==> src/rtl/float_pkg.sv <==
// float_pkg
// Shared definitions for the iterative floating-point units:
//   state_t   - sequencer states (IDLE, MUL, NORM)
//   bias      - exponent bias for a given exponent width
//   make_inf  - signed infinity pattern, returned in a wide container
//   make_nan  - canonical quiet NaN pattern, returned in a wide container
// Callers size the wide results down to their own word width with a cast.
package float_pkg;

   typedef enum logic [1:0] {
      IDLE,
      MUL,
      NORM
   } state_t;

   localparam int MAX_W = 64;

   function automatic int bias(input int exp_w);
      return (1 << (exp_w - 1)) - 1;
   endfunction

   // Exponent field all ones and mantissa zero. The sign sits just above the exponent.
   function automatic logic [MAX_W-1:0] make_inf(input int exp_w, input int mant_w, input logic sign);
      logic [MAX_W-1:0] v;
      v = '0;
      for (int i = 0; i < MAX_W; i++) begin
         if (i >= mant_w && i < mant_w + exp_w) begin
            v[i] = 1'b1;
         end
      end
      v[exp_w + mant_w] = sign;
      return v;
   endfunction

   // Quiet NaN: positive sign, exponent all ones, and only the mantissa MSB set.
   function automatic logic [MAX_W-1:0] make_nan(input int exp_w, input int mant_w);
      logic [MAX_W-1:0] v;
      v = make_inf(exp_w, mant_w, 1'b0);
      v[mant_w - 1] = 1'b1;
      return v;
   endfunction

endpackage

==> src/rtl/float_mul_iter_if.sv <==
// float_mul_iter_if
// Request/result bundle for the iterative multiplier.
//   req   - start request (master -> slave)
//   a, b  - operands {sign, exp, mant} (master -> slave)
//   busy  - unit is not idle (slave -> master)
//   ack   - one-cycle result strobe (slave -> master)
//   out   - product, valid with ack (slave -> master)
//   flags - {invalid, overflow, underflow}, valid with ack (slave -> master)
interface float_mul_iter_if #(
   parameter int EXP_W  = 8,
   parameter int MANT_W = 23
);

   logic                    req;
   logic [EXP_W+MANT_W:0]   a;
   logic [EXP_W+MANT_W:0]   b;
   logic                    busy;
   logic                    ack;
   logic [EXP_W+MANT_W:0]   out;
   logic [2:0]              flags;

   modport master (output req, a, b, input busy, ack, out, flags);
   modport slave  (input req, a, b, output busy, ack, out, flags);

endinterface

==> src/rtl/float_round_pack.sv <==
// float_round_pack
// Combinational normalise / round-to-nearest-even / pack stage.
//   sign      - result sign
//   exp_in    - biased exponent before normalisation (signed, EXP_W+2 bits)
//   sig       - raw significand product in [1,4), binary point below the top two bits
//   result    - packed {sign, exp, mant}; signed inf or signed zero on range errors
//   overflow  - rounded exponent reached the all-ones code
//   underflow - rounded exponent at or below zero (no denormal outputs)
module float_round_pack
   import float_pkg::*;
#(
   parameter int EXP_W  = 8,
   parameter int MANT_W = 23
) (
   input  logic                        sign,
   input  logic signed [EXP_W+1:0]     exp_in,
   input  logic [2*(MANT_W+1)-1:0]     sig,
   output logic [EXP_W+MANT_W:0]       result,
   output logic                        overflow,
   output logic                        underflow
);

   localparam int W  = 1 + EXP_W + MANT_W;
   localparam int M  = MANT_W + 1;
   localparam int PW = 2 * M;
   localparam logic signed [EXP_W+1:0] EXP_MAX = (EXP_W+2)'((1 << EXP_W) - 1);

   logic                     carry;
   logic [PW-2:0]            norm;
   logic [MANT_W-1:0]        mant;
   logic                     guard;
   logic                     sticky;
   logic                     round_up;
   logic [MANT_W:0]          mant_r;
   logic signed [EXP_W+1:0]  exp_r;

   // The hidden one lands at the top of norm after a shift of at most one place.
   // A rounding carry out of the mantissa leaves an all-zero mantissa and bumps the exponent.
   always_comb begin
      carry     = sig[PW-1];
      norm      = carry ? sig[PW-2:0] : {sig[PW-3:0], 1'b0};
      mant      = norm[PW-2 -: MANT_W];
      guard     = norm[M-1];
      sticky    = |norm[M-2:0];
      round_up  = guard & (sticky | mant[0]);
      mant_r    = {1'b0, mant} + {{MANT_W{1'b0}}, round_up};
      exp_r     = exp_in + (EXP_W+2)'(carry) + (EXP_W+2)'(mant_r[MANT_W]);
      overflow  = !exp_r[EXP_W+1] && (exp_r >= EXP_MAX);
      underflow = exp_r[EXP_W+1] || (exp_r == '0);
      if (overflow) begin
         result = W'(make_inf(EXP_W, MANT_W, sign));
      end else if (underflow) begin
         result = {sign, {(W-1){1'b0}}};
      end else begin
         result = {sign, exp_r[EXP_W-1:0], mant_r[MANT_W-1:0]};
      end
   end

endmodule

==> src/rtl/float_mul_iter.sv <==
// float_mul_iter
// Iterative floating-point multiplier, BITS_PER_CYCLE multiplier bits per MUL cycle.
//   clk  - rising-edge clock
//   rst  - asynchronous, active-low reset
//   bus  - slave side of float_mul_iter_if (req, a, b in; busy, ack, out, flags out)
// Zero, infinity and NaN operands finish straight from IDLE with ack one cycle later;
// finite non-zero operands run N = (MANT_W+1)/BITS_PER_CYCLE MUL cycles then one NORM cycle.
module float_mul_iter
   import float_pkg::*;
#(
   parameter int EXP_W          = 8,
   parameter int MANT_W         = 23,
   parameter int BITS_PER_CYCLE = 1
) (
   input  logic               clk,
   input  logic               rst,
   float_mul_iter_if.slave    bus
);

   localparam int W     = 1 + EXP_W + MANT_W;
   localparam int M     = MANT_W + 1;
   localparam int PW    = 2 * M;
   localparam int K     = BITS_PER_CYCLE;
   localparam int N     = M / K;
   localparam int CNT_W = (N > 1) ? $clog2(N) : 1;
   localparam logic signed [EXP_W+1:0] BIAS_S = (EXP_W+2)'(bias(EXP_W));

   state_t                   state;
   state_t                   state_n;
   logic [CNT_W-1:0]         count;
   logic [M-1:0]             a_mant;
   logic [M-1:0]             b_mant;
   logic [EXP_W-1:0]         a_exp;
   logic [EXP_W-1:0]         b_exp;
   logic                     sign;
   logic [PW-1:0]            acc;
   logic                     busy_q;
   logic                     ack_q;
   logic [W-1:0]             out_q;
   logic [2:0]               flags_q;

   logic                     a_zero, b_zero, a_nan, b_nan, a_inf, b_inf;
   logic                     special;
   logic                     invalid;
   logic                     in_sign;
   logic [W-1:0]             special_out;
   logic [2:0]               special_flags;
   logic                     load;
   logic                     special_done;
   logic                     step;
   logic                     finish;
   logic                     last_step;
   logic [K-1:0]             b_slice;
   logic [PW-1:0]            partial;
   logic signed [EXP_W+1:0]  exp_sum;
   logic [W-1:0]             rp_result;
   logic                     rp_ovf;
   logic                     rp_unf;

   // Operand classification; exp field zero is treated as zero, so denormals flush.
   always_comb begin
      a_zero  = (bus.a[W-2:MANT_W] == '0);
      b_zero  = (bus.b[W-2:MANT_W] == '0);
      a_nan   = (&bus.a[W-2:MANT_W]) && (|bus.a[MANT_W-1:0]);
      b_nan   = (&bus.b[W-2:MANT_W]) && (|bus.b[MANT_W-1:0]);
      a_inf   = (&bus.a[W-2:MANT_W]) && !(|bus.a[MANT_W-1:0]);
      b_inf   = (&bus.b[W-2:MANT_W]) && !(|bus.b[MANT_W-1:0]);
      in_sign = bus.a[W-1] ^ bus.b[W-1];
      special = a_zero | b_zero | (&bus.a[W-2:MANT_W]) | (&bus.b[W-2:MANT_W]);
      invalid = a_nan | b_nan | (a_inf & b_zero) | (b_inf & a_zero);
      if (invalid) begin
         special_out   = W'(make_nan(EXP_W, MANT_W));
         special_flags = 3'b100;
      end else if (a_inf | b_inf) begin
         special_out   = W'(make_inf(EXP_W, MANT_W, in_sign));
         special_flags = 3'b000;
      end else begin
         special_out   = {in_sign, {(W-1){1'b0}}};
         special_flags = 3'b000;
      end
   end

   // State register.
   always_ff @(posedge clk or negedge rst) begin
      if (!rst) begin
         state <= IDLE;
      end else begin
         state <= state_n;
      end
   end

   // Next-state logic; req is only looked at in IDLE.
   always_comb begin
      state_n   = state;
      last_step = (count == CNT_W'(N - 1));
      case (state)
         IDLE: if (bus.req && !special) state_n = MUL;
         MUL:  if (last_step) state_n = NORM;
         NORM: state_n = IDLE;
         default: state_n = IDLE;
      endcase
   end

   // Per-state control strobes for the datapath.
   always_comb begin
      load         = 1'b0;
      special_done = 1'b0;
      step         = 1'b0;
      finish       = 1'b0;
      case (state)
         IDLE: begin
            load         = bus.req && !special;
            special_done = bus.req && special;
         end
         MUL:  step   = 1'b1;
         NORM: finish = 1'b1;
         default: ;
      endcase
   end

   // Partial product for this MUL cycle: A times the next K-bit chunk of B, weighted by position.
   always_comb begin
      b_slice = K'(b_mant >> (int'(count) * K));
      partial = (PW'(a_mant) * PW'(b_slice)) << (int'(count) * K);
      exp_sum = $signed({2'b00, a_exp}) + $signed({2'b00, b_exp}) - BIAS_S;
   end

   float_round_pack #(
      .EXP_W  (EXP_W),
      .MANT_W (MANT_W)
   ) u_round_pack (
      .sign      (sign),
      .exp_in    (exp_sum),
      .sig       (acc),
      .result    (rp_result),
      .overflow  (rp_ovf),
      .underflow (rp_unf)
   );

   // Datapath and registered outputs; out/flags read zero whenever ack is low.
   always_ff @(posedge clk or negedge rst) begin
      if (!rst) begin
         count   <= '0;
         a_mant  <= '0;
         b_mant  <= '0;
         a_exp   <= '0;
         b_exp   <= '0;
         sign    <= 1'b0;
         acc     <= '0;
         busy_q  <= 1'b0;
         ack_q   <= 1'b0;
         out_q   <= '0;
         flags_q <= '0;
      end else begin
         busy_q  <= (state_n != IDLE);
         ack_q   <= 1'b0;
         out_q   <= '0;
         flags_q <= '0;
         if (load) begin
            a_mant <= {1'b1, bus.a[MANT_W-1:0]};
            b_mant <= {1'b1, bus.b[MANT_W-1:0]};
            a_exp  <= bus.a[W-2:MANT_W];
            b_exp  <= bus.b[W-2:MANT_W];
            sign   <= in_sign;
            acc    <= '0;
            count  <= '0;
         end
         if (special_done) begin
            ack_q   <= 1'b1;
            out_q   <= special_out;
            flags_q <= special_flags;
         end
         if (step) begin
            acc   <= acc + partial;
            count <= last_step ? '0 : count + 1'b1;
         end
         if (finish) begin
            ack_q   <= 1'b1;
            out_q   <= rp_result;
            flags_q <= {1'b0, rp_ovf, rp_unf};
         end
      end
   end

   assign bus.busy  = busy_q;
   assign bus.ack   = ack_q;
   assign bus.out   = out_q;
   assign bus.flags = flags_q;

endmodule

==> src/flat_wrapper.sv <==
// flat-port wrapper written by rule: the top's interface ports become plain ports
module float_mul_iter_flat import float_pkg::*;
#(
   parameter int EXP_W          = 8,
   parameter int MANT_W         = 23,
   parameter int BITS_PER_CYCLE = 1
)
  (clk, rst, bus_req, bus_a, bus_b, bus_busy, bus_ack, bus_out, bus_flags);
  float_mul_iter_if #(.EXP_W(EXP_W), .MANT_W(MANT_W)) bus_i ();
  input  logic clk;
  input  logic rst;
  input wire logic [$bits(bus_i.req)-1:0] bus_req;
  input wire logic [$bits(bus_i.a)-1:0] bus_a;
  input wire logic [$bits(bus_i.b)-1:0] bus_b;
  output wire logic [$bits(bus_i.busy)-1:0] bus_busy;
  output wire logic [$bits(bus_i.ack)-1:0] bus_ack;
  output wire logic [$bits(bus_i.out)-1:0] bus_out;
  output wire logic [$bits(bus_i.flags)-1:0] bus_flags;
  assign bus_i.req = bus_req;
  assign bus_i.a = bus_a;
  assign bus_i.b = bus_b;
  assign bus_busy = bus_i.busy;
  assign bus_ack = bus_i.ack;
  assign bus_out = bus_i.out;
  assign bus_flags = bus_i.flags;
  float_mul_iter #(.EXP_W(EXP_W), .MANT_W(MANT_W), .BITS_PER_CYCLE(BITS_PER_CYCLE)) u_core (.clk(clk), .rst(rst), .bus(bus_i));
endmodule
==> config.mk <==
export PLATFORM = sky130hd
export DESIGN_NAME = float_mul_iter_flat
export DESIGN_NICKNAME = d
export VERILOG_FILES = /design/src/rtl/float_pkg.sv /design/src/rtl/float_mul_iter_if.sv /design/src/rtl/float_round_pack.sv /design/src/rtl/float_mul_iter.sv /design/src/flat_wrapper.sv
export SDC_FILE = /design/constraint.sdc
export NUM_CORES = 1
export LEC_CHECK = 0
export CAP_MARGIN = 30
export CORE_MARGIN = 2
export CORE_UTILIZATION = 45
export DETAILED_ROUTE_END_ITERATION = 8
export GPL_ROUTABILITY_DRIVEN = 1
export PLACE_DENSITY = 0.61
export SKIP_CTS_REPAIR_TIMING = 1
export SYNTH_ARGS = -nofsm -noshare
export SYNTH_HDL_FRONTEND = slang
export SYNTH_SLANG_ARGS = --single-unit
==> constraint.sdc <==
create_clock -name clk -period 9.85 [get_ports clk]
set_input_delay 1.97 -clock clk [delete_from_list [all_inputs] [get_ports clk]]
set_output_delay 1.97 -clock clk [all_outputs]
set_load 0.005 [all_outputs]
==> results.yml, run 1 <==
synth:
  synth-seq-area-share_pct: 33.18
  yosysWarnings: 0
  synth_edf_count: 0
  syn_avg_cell_area_um2: 8.754
  syn-instance-count: 1344
  synth.area.top_cells: "dfrtp_1, mux2_2, ha_1"
  synth_area_um2: 11770
  yosys-top-cells-count: "dfrtp_1, nand2_1, nor2_1"
  synth_flop_cell: "dfrtp_1"
  synth_cell_types: 73
  syn_nets: 1476
  yosysTopAreaCell: "dfrtp_1"
  synth_top_area_share_pct: 33.18
  synth.most_common_cell: "dfrtp_1"
  ys_seq_elements: 156
  synthArstFlopShare_pct: 100.0
routing:
  num_vias: 10090
  drt_first_iter_violations: 736
  post_drt_wl_per_cell_um: 18.21
  dr.pass1.iters: 7
  dr_wl_met2_um: 14870
  m1WireLength_um: 15050
  routed_wl_um: 31860
  ant_nets: 0
  vias_per_cell: 5.768
  top_layer: "met4"
  wl_met3_um: 1431
  drc_errors: 0
critical_path:
  path_max_fanout: 42
  crit_arrival_ns: 6.61
  cp-start-kind: "register"
  cpLargestDelayFamily: "compound AO/OA/AOI/OAI gates"
  ff2ff_setup_slack_ns: 3.54
  rr_startpoint: "u_core.count[0]"
  worstRegToRegCells: 16
  slowest_delay_ns: 0.99
  crit_top_cell: "o211ai_1"
  path_buf_inv: 0
  critPathRequiredTime_ns: 10.15
  critPathSlowestCell: "dfrtp_2"
  cp_cell_sequence: "mux4_2 > o211ai_1 > o21a_1 > and2_1 > nor3_1 > nor2_1 > nor2_1 > ha_1 > a21oi_1 > o211ai_1 > a22o_1 > a21oi_1 > o211ai_1 > a31o_2 > a41oi_1 > o22ai_1"
  path_class: "register to register"
  crit_path_end_kind: "register"
  r2r-end: "u_core.acc[47]"
layout:
  diodes: 0
  nNetsFinal: 1533
  area_growth_pct: 15.68
  drive_above_1_share_pct: 11.24
floorplanning:
  die_w_um: 165.7
  rows: 59
  die-area_um2: 27450
  start_util_pct: 45.54
  io_pins: 104
  coreArea_um2: 25840
  die_h_um: 165.7
sta:
  tightest_slew_ns: 0.9540
  relSlewSlack_pct: 36.40
  final.setup_skew_ns: 0.01333
  rsz0062_at_grt: "false"
  finalCritPeriodShare_pct: 64.07
  fmax_mhz: 158.5
  finalSetupViolCount: 0
  fin_crit_ns: 6.311
  drv_slew: 0
  hold_violations: 0
  setup-tns-final_ns: 0
placement:
  port_buffers: 103
  place_congestion: 0.9371
  hpwlAfterDp_um: 24140
flow_run:
  max_cap_viol_count: 0
hold_path:
  min_path_cells: 2
  hp-start: "u_core.sign"
  hp-class: "register to register"
  hold_end: "u_core.sign"
clocking:
  tritoncts: "yes"
  worstSkewPairLatency_ns: 0.43
  htree_levels: 4
  cts_buffer_depth: 2
  cts_buffers: 17
  clk_pin_slew_ns: 0.07
  cts_sinks: 156
  root_buffer: "clkbuf_16"
run_status:
  status: "finished clean"
grt:
  grt_max_degree: 89
  gr-total-overflow: 0
  antenna_found_initial: 0
  grt_pass1_vias: 9744
  grt_usage_pct: 23.26
  grt_pass1_wl_um: 51640
-- how the worst max path moves through the flow --
stage	start	endpoint	slack (ns)	cells past startpoint
after global routing	u_core.count[0]	u_core.acc[43]	3.05	17
after detailed placement	u_core.count[0]	u_core.acc[47]	3.67	16
after CTS	u_core.count[0]	u_core.acc[47]	3.65	16
final	u_core.count[0]	u_core.acc[47]	3.54	16
after global placement	u_core.count[0]	u_core.acc[47]	3.90	16
after floorplan	u_core.count[0]	u_core.acc[47]	5.41	18
-- kinds of logic (layout without fill, tap and decap cells) --
logic type      after synthesis  after routing  share of synthesized area [%]
compound gates              355            355                          19.10
xor+xnor                     86             86                          6.402
fa+ha+maj                    65             65                          7.104
buf+inv                     102            172                          3.446
flops                       156            156                          33.18
mux                         126            126                          12.45
simple gates                454            454                          18.31
-- final cells by class --
class                      count  area (µm²)
fill                        2454       12230
multi-input combinational   1086        7461
sequential                   156        3906
timing repair buffer         112        1100
clock buffer                  17       425.4
tap                          335       419.2
clock inverter                15       192.7
inverter                      28       105.1
-- cell usage in the layout, fill, tap and decap left out, types with 17 or more instances in the layout --
cell	instances
a211oi_1	18
a21o_1	23
a21oi_1	96
clkbuf_16	17
clkdlybuf4s50_1	102
dfrtp_1	154
ha_1	62
inv_1	25
mux2_2	73
mux2i_1	44
nand2_1	124
nand3_1	62
nand4_1	24
nor2_1	121
nor2b_1	22
nor3_1	28
nor4_1	22
o21ai_0	115
xnor2_1	46
xor2_1	40
-- flip-flops by register name, indices dropped and copies added (netlist names) --
register / cells
u_core.a_mant: 23
u_core.state: 2
u_core.b_exp: 8
u_core.b_mant: 24
u_core.a_exp: 8
u_core.bus.flags: 3
u_core.bus.busy: 1
u_core.count: 5
u_core.sign: 1
u_core.bus.ack: 1
u_core.acc: 48
u_core.bus.out: 32
-- routing by layer --
| layer | up-vias | track usage (%) |
|---|---|---|
| met5 | - | 0 |
| met4 | 0 | 5.293 |
| met3 | 37 | 3.704 |
| met2 | 255 | 37.89 |
| met1 | 4768 | 32.69 |
| li1 | 5029 | - |
-- metrics by stage --
step                      area, µm²  std cells  setup slack (ns)  util, %  hold slack, ns
after global routing          13610       1749             3.049    52.67          0.5278
final                         13610       1749             3.539    52.67          0.5018
after floorplan               11770       1344             5.411        -          0.4502
after CTS                     13610       1749             3.651    52.67          0.4969
after global placement        12990       1717             3.901    50.28          0.4706
after detailed placement      12990       1717             3.674    50.28          0.4807
-- worst register-to-register path, delay by kind of cell (launching register included) --
kind            cells  cell delay [ns]
mux                 1             0.62
compound gates     10             3.14
fa+ha+maj           1             0.39
simple gates        4             1.03
flops               1             0.99
Power of run 1 is not shown: default switching activity piles up to over one toggle a cycle in this logic, so the estimate is an artifact.
==> run 2, diff against run 1 <==
Clock period 9.85 ns to 5.85 ns, I/O delays scaled along.
==> run 2 against run 1 <==
Wire length grew 1.1%; sequential share of layout area shrank 0.14 points; die area is the same; clock skew shrank 0.0015 ns; first-iteration DRC count grew 24%; highest routed layer unchanged; fmax grew 20%; count of clock-buffer cells in the layout is the same.
==> results.yml, run 2 (synthesis results as in run 1) <==
layout:
  stdcell_area_um2: 13680
  largest_register_ffs: 48
  top_register: "u_core.acc"
  nNetsFinal: 1540
  final_common_cell: "dfrtp_1"
  seq_area_um2: 3906
  area_growth_pct: 16.26
  multi_input_area_um2: 7461
  layoutNonFillerInstCount: 1755
  layout_common_cells: "dfrtp_1, nand2_1, nor2_1"
  fillers: 2427
  diodes: 0
  drive_above_1_share_pct: 11.62
sta:
  relSlewSlack_pct: 48.69
  final.setup_skew_ns: 0.01186
  rsz0062_at_grt: "false"
  finalCritPeriodShare_pct: 89.93
  tightest_slew_ns: 0.7680
  drv_slew: 0
  fin_crit_ns: 5.261
  finalSetupViolCount: 0
  fmax_mhz: 190.1
  hold_violations: 0
  setup-tns-final_ns: 0
floorplanning:
  die_w_um: 165.7
  start_util_pct: 45.54
  coreArea_um2: 25840
  rows: 59
  die-area_um2: 27450
  io_pins: 104
  die_h_um: 165.7
critical_path:
  crit_arrival_ns: 5.57
  path_class: "register to register"
  path_max_fanout: 36
  crit_path_end_kind: "register"
  critPathRequiredTime_ns: 6.16
  cp-start-kind: "register"
clocking:
  root_buffer: "clkbuf_16"
  cts_buffer_depth: 2
  tritoncts: "yes"
  clk_pin_slew_ns: 0.07
  worstSkewPairLatency_ns: 0.44
  cts_buffers: 17
  cts_sinks: 156
  htree_levels: 4
routing:
  drt_first_iter_violations: 909
  routed_wl_um: 32220
  post_drt_wl_per_cell_um: 18.36
  vias_per_cell: 5.820
  ant_nets: 0
  drc_errors: 0
  num_vias: 10210
  dr.pass1.iters: 5
placement:
  port_buffers: 103
  hpwlAfterDp_um: 24800
  place_congestion: 0.9313
  dp.cells: 1724
  post_dp_cell_area_um2: 13060
grt:
  gr-total-overflow: 0
  grt_usage_pct: 23.71
  antenna_found_initial: 0
  grt_pass1_vias: 10050
  grt_max_degree: 74
  grt_pass1_wl_um: 53130
flow_run:
  max_cap_viol_count: 0
run_status:
  status: "finished clean"
hold_path:
  hp-class: "register to register"
[run 2: cell count changes in the layout (fill, tap and decap cells not counted)]
cell / change
buf_16: +1
buf_4: +6
bufinv_16: +2
clkinv_2: +1
clkinv_4: +2
clkinv_8: -2
clkinvlp_4: +1
inv_12: -1
inv_8: -4
[run 2: per-layer routing]
metal  vias up  track usage (%)  routed length (µm)
met5         -                0                   0
met4         0            5.784                 472
met3        40            3.345                1371
met2       249            39.00               15170
met1      4901            33.11               15200
li1       5024                -                   -
[run 2: layout make-up]
type | count | share of cell area (%)
clock buffer | 17 | 3.110
clock inverter | 14 | 1.381
inverter | 28 | 0.7684
multi-input combinational | 1086 | 54.55
sequential | 156 | 28.56
tap | 335 | 3.064
timing repair buffer | 119 | 8.571
[run 2: worst max-delay path: stages (launching register included)]
cell,delay (ns)
dfrtp_2,0.49
buf_4,0.45
mux4_2,0.57
nand2_1,0.08
nand2_1,0.06
nand2_1,0.19
nand2_1,0.25
o21ai_0,0.23
nor2_1,0.08
nor2_1,0.16
nor2_1,0.06
ha_1,0.36
a21oi_1,0.26
o211ai_1,0.19
a22o_1,0.27
a21oi_1,0.43
o211ai_1,0.33
a31o_2,0.36
a41oi_1,0.21
o22ai_1,0.10
[run 2: path summary, 6_finish.rpt]
kind | end | slack [ns] | depth (start not counted) | startpoint
worst max-delay path | u_core.acc[47] | 0.59 | 19 | u_core.count[0]
worst min-delay path | u_core.sign | 0.50 | 2 | u_core.sign
worst max register to register | u_core.acc[47] | 0.59 | 19 | u_core.count[0]
worst min register to register | u_core.sign | 0.50 | 2 | u_core.sign
max in group asynchronous | u_core.acc[26] | 4.25 | 2 | rst
min in group asynchronous | u_core.a_mant[4] | 0.65 | 1 | rst
[run 2: per-stage QoR]
step / utilization [%] / setup slack, ns / hold WS, ns
3_5_place_dp: 50.56 / 0.6811 / 0.4816
6_report: 52.94 / 0.5893 / 0.4968
3_3_place_gp: 50.46 / 0.8918 / 0.4631
4_1_cts: 52.94 / 0.6687 / 0.4957
5_1_grt: 52.94 / 0.1614 / 0.5212
2_1_floorplan: - / 1.411 / 0.4502
Power of run 2 is left out for the same reason.
